--- src/rtl/arith_pkg.sv ---
// Shared definitions for the arithmetic result stage: opcodes, flag bit
// positions, the forced divide-by-zero result and the FIFO entry layout.
package arith_pkg;

    // Opcodes as presented by the upstream arithmetic unit
    typedef enum logic [1:0] {
        OP_ADD = 2'd0,
        OP_SUB = 2'd1,
        OP_MUL = 2'd2,
        OP_DIV = 2'd3
    } op_t;

    // Bit positions inside the 4-bit flag vector {dz, ovf, carry, zero}
    localparam int FLG_ZERO  = 0;
    localparam int FLG_CARRY = 1;
    localparam int FLG_OVF   = 2;
    localparam int FLG_DZ    = 3;

    localparam int RESULT_W = 8;
    localparam int FLAGS_W  = 4;
    localparam int ENTRY_W  = RESULT_W + FLAGS_W;

    // Result substituted for the unit's output on a divide by zero
    localparam logic [RESULT_W-1:0] DZ_RESULT = 8'hFF;

    // One buffered entry: the selected result and its status flags
    typedef struct packed {
        logic [RESULT_W-1:0] result;
        logic [FLAGS_W-1:0]  flags;
    } entry_t;

    // Assemble the flag vector from its individual conditions
    function automatic logic [FLAGS_W-1:0] pack_flags(
        input logic dz,
        input logic ovf,
        input logic carry,
        input logic zero
    );
        logic [FLAGS_W-1:0] f;
        f            = '0;
        f[FLG_DZ]    = dz;
        f[FLG_OVF]   = ovf;
        f[FLG_CARRY] = carry;
        f[FLG_ZERO]  = zero;
        return f;
    endfunction

endpackage

--- src/rtl/arith_fifo.sv ---
// Small synchronous FIFO with registered storage. The head entry is read
// straight from the storage registers and reads as zero while empty.
module arith_fifo #(
    parameter int DEPTH = 2,
    parameter int WIDTH = 12
) (
    input  logic                     clk,
    input  logic                     rst,
    input  logic                     push,
    input  logic                     pop,
    input  logic [WIDTH-1:0]         wdata,
    output logic [WIDTH-1:0]         rdata,
    output logic                     full,
    output logic                     empty,
    output logic [$clog2(DEPTH):0]   count
);

    localparam int AW = $clog2(DEPTH);
    localparam int CW = AW + 1;

    logic [WIDTH-1:0] mem [DEPTH];
    logic [AW-1:0]    wr_ptr;
    logic [AW-1:0]    rd_ptr;
    logic             do_push;
    logic             do_pop;

    // A full FIFO refuses pushes even when a pop happens in the same cycle
    assign do_push = push && !full;
    assign do_pop  = pop && !empty;

    assign full  = (count == CW'(DEPTH));
    assign empty = (count == '0);

    // Head entry, forced to zero when there is nothing buffered
    always_comb begin
        rdata = '0;
        if (!empty) begin
            rdata = mem[rd_ptr];
        end
    end

    // Storage write; contents cleared on reset so stale data never leaks out
    always_ff @(posedge clk or posedge rst) begin
        if (rst) begin
            for (int i = 0; i < DEPTH; i++) begin
                mem[i] <= '0;
            end
        end else if (do_push) begin
            mem[wr_ptr] <= wdata;
        end
    end

    // Pointers wrap naturally because DEPTH is a power of two
    always_ff @(posedge clk or posedge rst) begin
        if (rst) begin
            wr_ptr <= '0;
            rd_ptr <= '0;
        end else begin
            if (do_push) begin
                wr_ptr <= wr_ptr + AW'(1);
            end
            if (do_pop) begin
                rd_ptr <= rd_ptr + AW'(1);
            end
        end
    end

    // Occupancy count; a simultaneous push and pop leaves it unchanged
    always_ff @(posedge clk or posedge rst) begin
        if (rst) begin
            count <= '0;
        end else begin
            case ({do_push, do_pop})
                2'b10:   count <= count + CW'(1);
                2'b01:   count <= count - CW'(1);
                default: count <= count;
            endcase
        end
    end

endmodule

--- src/rtl/arith_result_stage.sv ---
// Registered result stage behind the 8-bit arithmetic unit. Picks the result
// for the opcode, derives status flags from the operands, buffers entries in
// a FIFO with valid/ready on both sides and keeps two debug counters.
module arith_result_stage
    import arith_pkg::*;
#(
    parameter int DEPTH = 2,
    parameter int CNT_W = 16
) (
    input  logic             i_clk,
    input  logic             i_rst,
    input  logic             i_valid,
    output logic             o_ready,
    input  logic [1:0]       i_op,
    input  logic [7:0]       i_value_a,
    input  logic [7:0]       i_value_b,
    input  logic [7:0]       i_result_add,
    input  logic [7:0]       i_result_sub,
    input  logic [7:0]       i_result_mul,
    input  logic [7:0]       i_result_div,
    output logic             o_valid,
    input  logic             i_ready,
    output logic [7:0]       o_result,
    output logic [3:0]       o_flags,
    output logic [CNT_W-1:0] o_count_ops,
    output logic [CNT_W-1:0] o_count_dz
);

    localparam int CW = $clog2(DEPTH) + 1;

    logic          accept;
    logic          pop;
    logic          fifo_full;
    logic          fifo_empty;
    logic [CW-1:0] fifo_count;

    logic [8:0]    sum9;
    logic [15:0]   product;
    logic          is_dz;

    logic [7:0]    sel_result;
    logic          carry;
    logic          ovf;
    entry_t        wr_entry;
    entry_t        rd_entry;

    // Handshakes: ready depends only on registered occupancy, never on i_ready
    assign o_ready = !fifo_full;
    assign o_valid = !fifo_empty;
    assign accept  = i_valid && o_ready;
    assign pop     = o_valid && i_ready;

    // Local wide arithmetic used only for carry and overflow detection
    assign sum9    = {1'b0, i_value_a} + {1'b0, i_value_b};
    assign product = {8'd0, i_value_a} * {8'd0, i_value_b};
    assign is_dz   = (op_t'(i_op) == OP_DIV) && (i_value_b == 8'd0);

    // Select the unit output for the opcode and derive carry/overflow
    always_comb begin
        sel_result = '0;
        carry      = 1'b0;
        ovf        = 1'b0;
        case (op_t'(i_op))
            OP_ADD: begin
                sel_result = i_result_add;
                carry      = (sum9 > 9'd255);
            end
            OP_SUB: begin
                sel_result = i_result_sub;
                carry      = (i_value_a < i_value_b);
            end
            OP_MUL: begin
                sel_result = i_result_mul;
                ovf        = (product > 16'd255);
            end
            OP_DIV: begin
                if (is_dz) begin
                    sel_result = DZ_RESULT;
                end else begin
                    sel_result = i_result_div;
                end
            end
            default: begin
                sel_result = '0;
            end
        endcase
    end

    // Build the entry to push; zero reflects the final stored result
    always_comb begin
        wr_entry        = '0;
        wr_entry.result = sel_result;
        wr_entry.flags  = pack_flags(is_dz, ovf, carry, (sel_result == 8'd0));
    end

    arith_fifo #(
        .DEPTH (DEPTH),
        .WIDTH (ENTRY_W)
    ) u_fifo (
        .clk   (i_clk),
        .rst   (i_rst),
        .push  (accept),
        .pop   (pop),
        .wdata (wr_entry),
        .rdata (rd_entry),
        .full  (fifo_full),
        .empty (fifo_empty),
        .count (fifo_count)
    );

    assign o_result = rd_entry.result;
    assign o_flags  = rd_entry.flags;

    // Pop counter wraps; it counts entries actually delivered downstream
    always_ff @(posedge i_clk or posedge i_rst) begin
        if (i_rst) begin
            o_count_ops <= '0;
        end else if (pop) begin
            o_count_ops <= o_count_ops + CNT_W'(1);
        end
    end

    // Divide-by-zero counter saturates so a flood of bad ops stays visible
    always_ff @(posedge i_clk or posedge i_rst) begin
        if (i_rst) begin
            o_count_dz <= '0;
        end else if (accept && is_dz && !(&o_count_dz)) begin
            o_count_dz <= o_count_dz + CNT_W'(1);
        end
    end

endmodule

--- config.mk ---
export PLATFORM = sky130hd
export DESIGN_NAME = arith_result_stage
export DESIGN_NICKNAME = d
export VERILOG_FILES = /design/src/rtl/arith_pkg.sv /design/src/rtl/arith_fifo.sv /design/src/rtl/arith_result_stage.sv
export SDC_FILE = /design/constraint.sdc
export NUM_CORES = 1
export LEC_CHECK = 0
export BUFFER_PORTS_ARGS = -buffer_cell sky130_fd_sc_hd__buf_2
export CAP_MARGIN = 15
export CORE_ASPECT_RATIO = 0.8
export CORE_MARGIN = 4
export CORE_UTILIZATION = 59
export CTS_BUF_LIST = sky130_fd_sc_hd__clkbuf_8
export DETAILED_ROUTE_END_ITERATION = 10
export GPL_TIMING_DRIVEN = 0
export PLACE_DENSITY = 0.83
export SETUP_SLACK_MARGIN = 0.1
export SYNTH_ARGS = -nofsm -noshare
export SYNTH_HDL_FRONTEND = slang
export SYNTH_SLANG_ARGS = --single-unit
--- constraint.sdc ---
create_clock -name i_clk -period 1.98 [get_ports i_clk]
set_clock_uncertainty 0.2 [all_clocks]
set_input_delay 0.099 -clock i_clk [delete_from_list [all_inputs] [get_ports i_clk]]
set_output_delay 0.099 -clock i_clk [all_outputs]
set_load 0.005 [all_outputs]
==> results.toml <==
[placed_design]
place.port_buffers = 98
hpwl_mm = 10.3
place_ws_ps = -2680
gp_congestion = 0.903

[global_routing]
grt.total_usage_pct = 26.8
grt_pass1_wl_mm = 23.1
grt_max_degree = 42
grt_pass1_vias = 4824
grt-ovfl-total = 0
antenna_found_initial = 0

[timing]
fmax_mhz = 238
drv_slew = 0
finalSetupTns_ps = -4410
finalCritPeriodShare_pct = 212
finalWorstSetupSlack_ps = -2230
setup_viol = 2
period_needed_ps = 4210
slew_headroom_pct = 57.2
worstMarginPinSlew_ps = 643
rsz0062_at_grt = "true"
hold_viol_final = 0

[critical_path]
crit_type = "input port to register"
critPathSlowestCell = "fa_1"
critPathMaxFanout = 9
slowest_delay_ps = 530
critPathMostFrequentCell = "fa_1"
required_ps = 1960
worstSetupEndpointType = "register"
arrival_ps = 4190
path_cells = "buf_4 > and2_1 > fa_1 > fa_2 > fa_1 > inv_1 > fa_1 > inv_2 > ha_4 > buf_4 > inv_4 > nor2_4 > nor3_1 > xor2_1 > nand4_1 > nor4_2 > a31oi_1"
rrSetupSlack_ps = 30
critPathLaunchType = "input port"

[routing]
num_vias = 5088
routedWlPerCell_um = 19.5
wl_mm = 16.4
ant_nets = 0
viasPerCell = 6.06
initialDrtViolationCount = 438
drc = 0
dr.pass1.iters = 6

[synthesis]
synth_area_leaders = "dfrtp_1 27%, fa_1 14%, ha_1 13%"
synth_flop_cell = "dfrtp_1"
async_reset_ff_share_pct = 100
yosysSeqAreaShare_pct = 27.4
synth_most_common_cell = "inv_1"
yosysTopAreaCell = "dfrtp_1"
syn_area_um2 = 5480
synth_common_cells = "65 x inv_1, 60 x dfrtp_1, 55 x ha_1, 45 x nor2_1, 44 x and2_1"
yosysTopAreaCellShare_pct = 27.4
synthCells = 570
synth_area_per_cell_um2 = 9.61
synth_nets = 716
ys_ff_latch = 60
synth_cell_types = 49
ys_warn_count = 0
synth_edf_count = 0

[clocking]
clock_latency_ps = 340
root_buffer = "clkbuf_8"
numCtsBuffers = 9
clock_sinks = 60
clock_path_buffers = 2
cts_tree = "built"
htree_levels = 3
cts.clk_slew.worst_paths_ps = 70

[floorplanning]
initial_core_util_pct = 60.6
die_area_um2 = 10900
die_x_um = 116
core-area_um2 = 9040
die_h_um = 94.2
fp-row-count = 31
num_io_pins = 100

[layout]
syn_to_final_growth_pct = 32.3
layout.nets = 866
antenna_cells = 0
utilization_pct = 80.2
num-fill-cells = 510
drive_gt1_share_pct = 36.8

[power]
ir_drop_mv = 0.612
p_leak_nw = 3.62
power_density_nw_per_um2 = 1110

[run]
maxCapViolCount = 0

[worst_hold_path]
min_path_type = "input port to register"

[run_status]
violations = "negative setup slack"
status = "finished, violations left"
-- path summary, 6_finish.rpt --
kind	start	to	cells past startpoint
setup / recovery	i_value_a[6]	u_fifo.mem[14]	17
hold / removal	i_result_add[1]	u_fifo.mem[17]	4
setup reg to reg	o_count_dz[7]	o_count_dz[12]	7
hold reg to reg	o_count_ops[15]	o_count_ops[15]	1
max in group asynchronous	i_rst	u_fifo.count[1]	4
min in group asynchronous	i_rst	o_count_dz[14]	3
-- per-stage QoR --
step / instances / hold WS (ps) / area (um2) / power [mW]
3_3_place_gp: 783 / 252 / 6210 / 5.22
3_5_place_dp: 784 / -67.6 / 6230 / 5.37
2_1_floorplan: 570 / 243 / 5570 / 4.37
4_1_cts: 823 / 28.0 / 6910 / 7.26
5_1_grt: 840 / 75.1 / 7250 / 8.49
6_report: 840 / 35.4 / 7250 / 8.04
-- routing by layer --
| metal | routed length, um | vias up | track usage (%) | part of all wire (%) |
|---|---|---|---|---|
| met5 | 0 | - | 0 | 0 |
| met4 | 569 | 0 | 5.60 | 3.5 |
| met3 | 1300 | 67 | 5.34 | 7.9 |
| met2 | 8140 | 281 | 45.1 | 50 |
| met1 | 6370 | 2508 | 36.1 | 39 |
| li1 | - | 2232 | - | - |
-- cell usage in the layout (no fill, tap or decap), types with 15 or more instances in the layout --
cell type  instances
mux2i_1           20
fa_1              32
nand2_1           34
dfrtp_1           55
and2_1            34
buf_2             84
ha_1              44
inv_1             58
xnor2_1           28
o21ai_0           15
buf_4             40
nor2_1            35
-- critical path: cells and delay by family --
family,cells,cell delay (ps)
AOI/OAI and AO/OA,1,180
xor gates and xnor gates,1,210
adders and majority gates,5,2210
buffers and inverters,5,480
and+or+nand+nor,5,1010
-- layout make-up --
cell class / count / area, um2 / share of cell area (%)
Multi-Input combinational cell: 431 / 4030 / 55.6
Sequential cell: 60 / 1510 / 20.8
Timing Repair Buffer: 140 / 966 / 13.3
Inverter: 65 / 246 / 3.40
Tap cell: 115 / 144 / 1.98
Clock buffer: 10 / 138 / 1.90
Clock inverter: 6 / 111 / 1.54
Buffer: 13 / 104 / 1.43
-- registers in the layout (all words and copies together) (netlist names) --
signal and flops:
u_fifo.wr_ptr 1, o_count_dz 16, u_fifo.count 2, u_fifo.mem 24
o_count_ops 16, u_fifo.rd_ptr 1
-- where the power goes --
part | switching, mW | internal (mW)
Combinational | 2.61 | 2.24
Clock | 0.523 | 0.870
Sequential | 0.261 | 1.54
Total | 3.39 | 4.65
-- what timing repair did --
item | in CTS | in global routing
pin swaps | 35 | 45
setup buffers | 22 | 18
endpoints found under the hold margin | 60 | 0
endpoints found under the setup margin | 47 | 38
hold buffers | 1 | 0
resized for setup | 81 | 65
-- kinds of logic (layout without fill, tap and decap cells) --
group	Yosys count	count (layout)	synth area share [%]
XOR/XNOR	41	41	6.56
AO/OA/AOI/OAI	80	80	10.1
multiplexers	33	33	6.30
adder cells (fa/ha/maj)	92	92	26.1
flip-flops	60	60	27.4
buffers and inverters	79	234	5.60
AND/OR/NAND/NOR	185	185	18.0
Note: power is estimated with default switching activity, not from simulation.
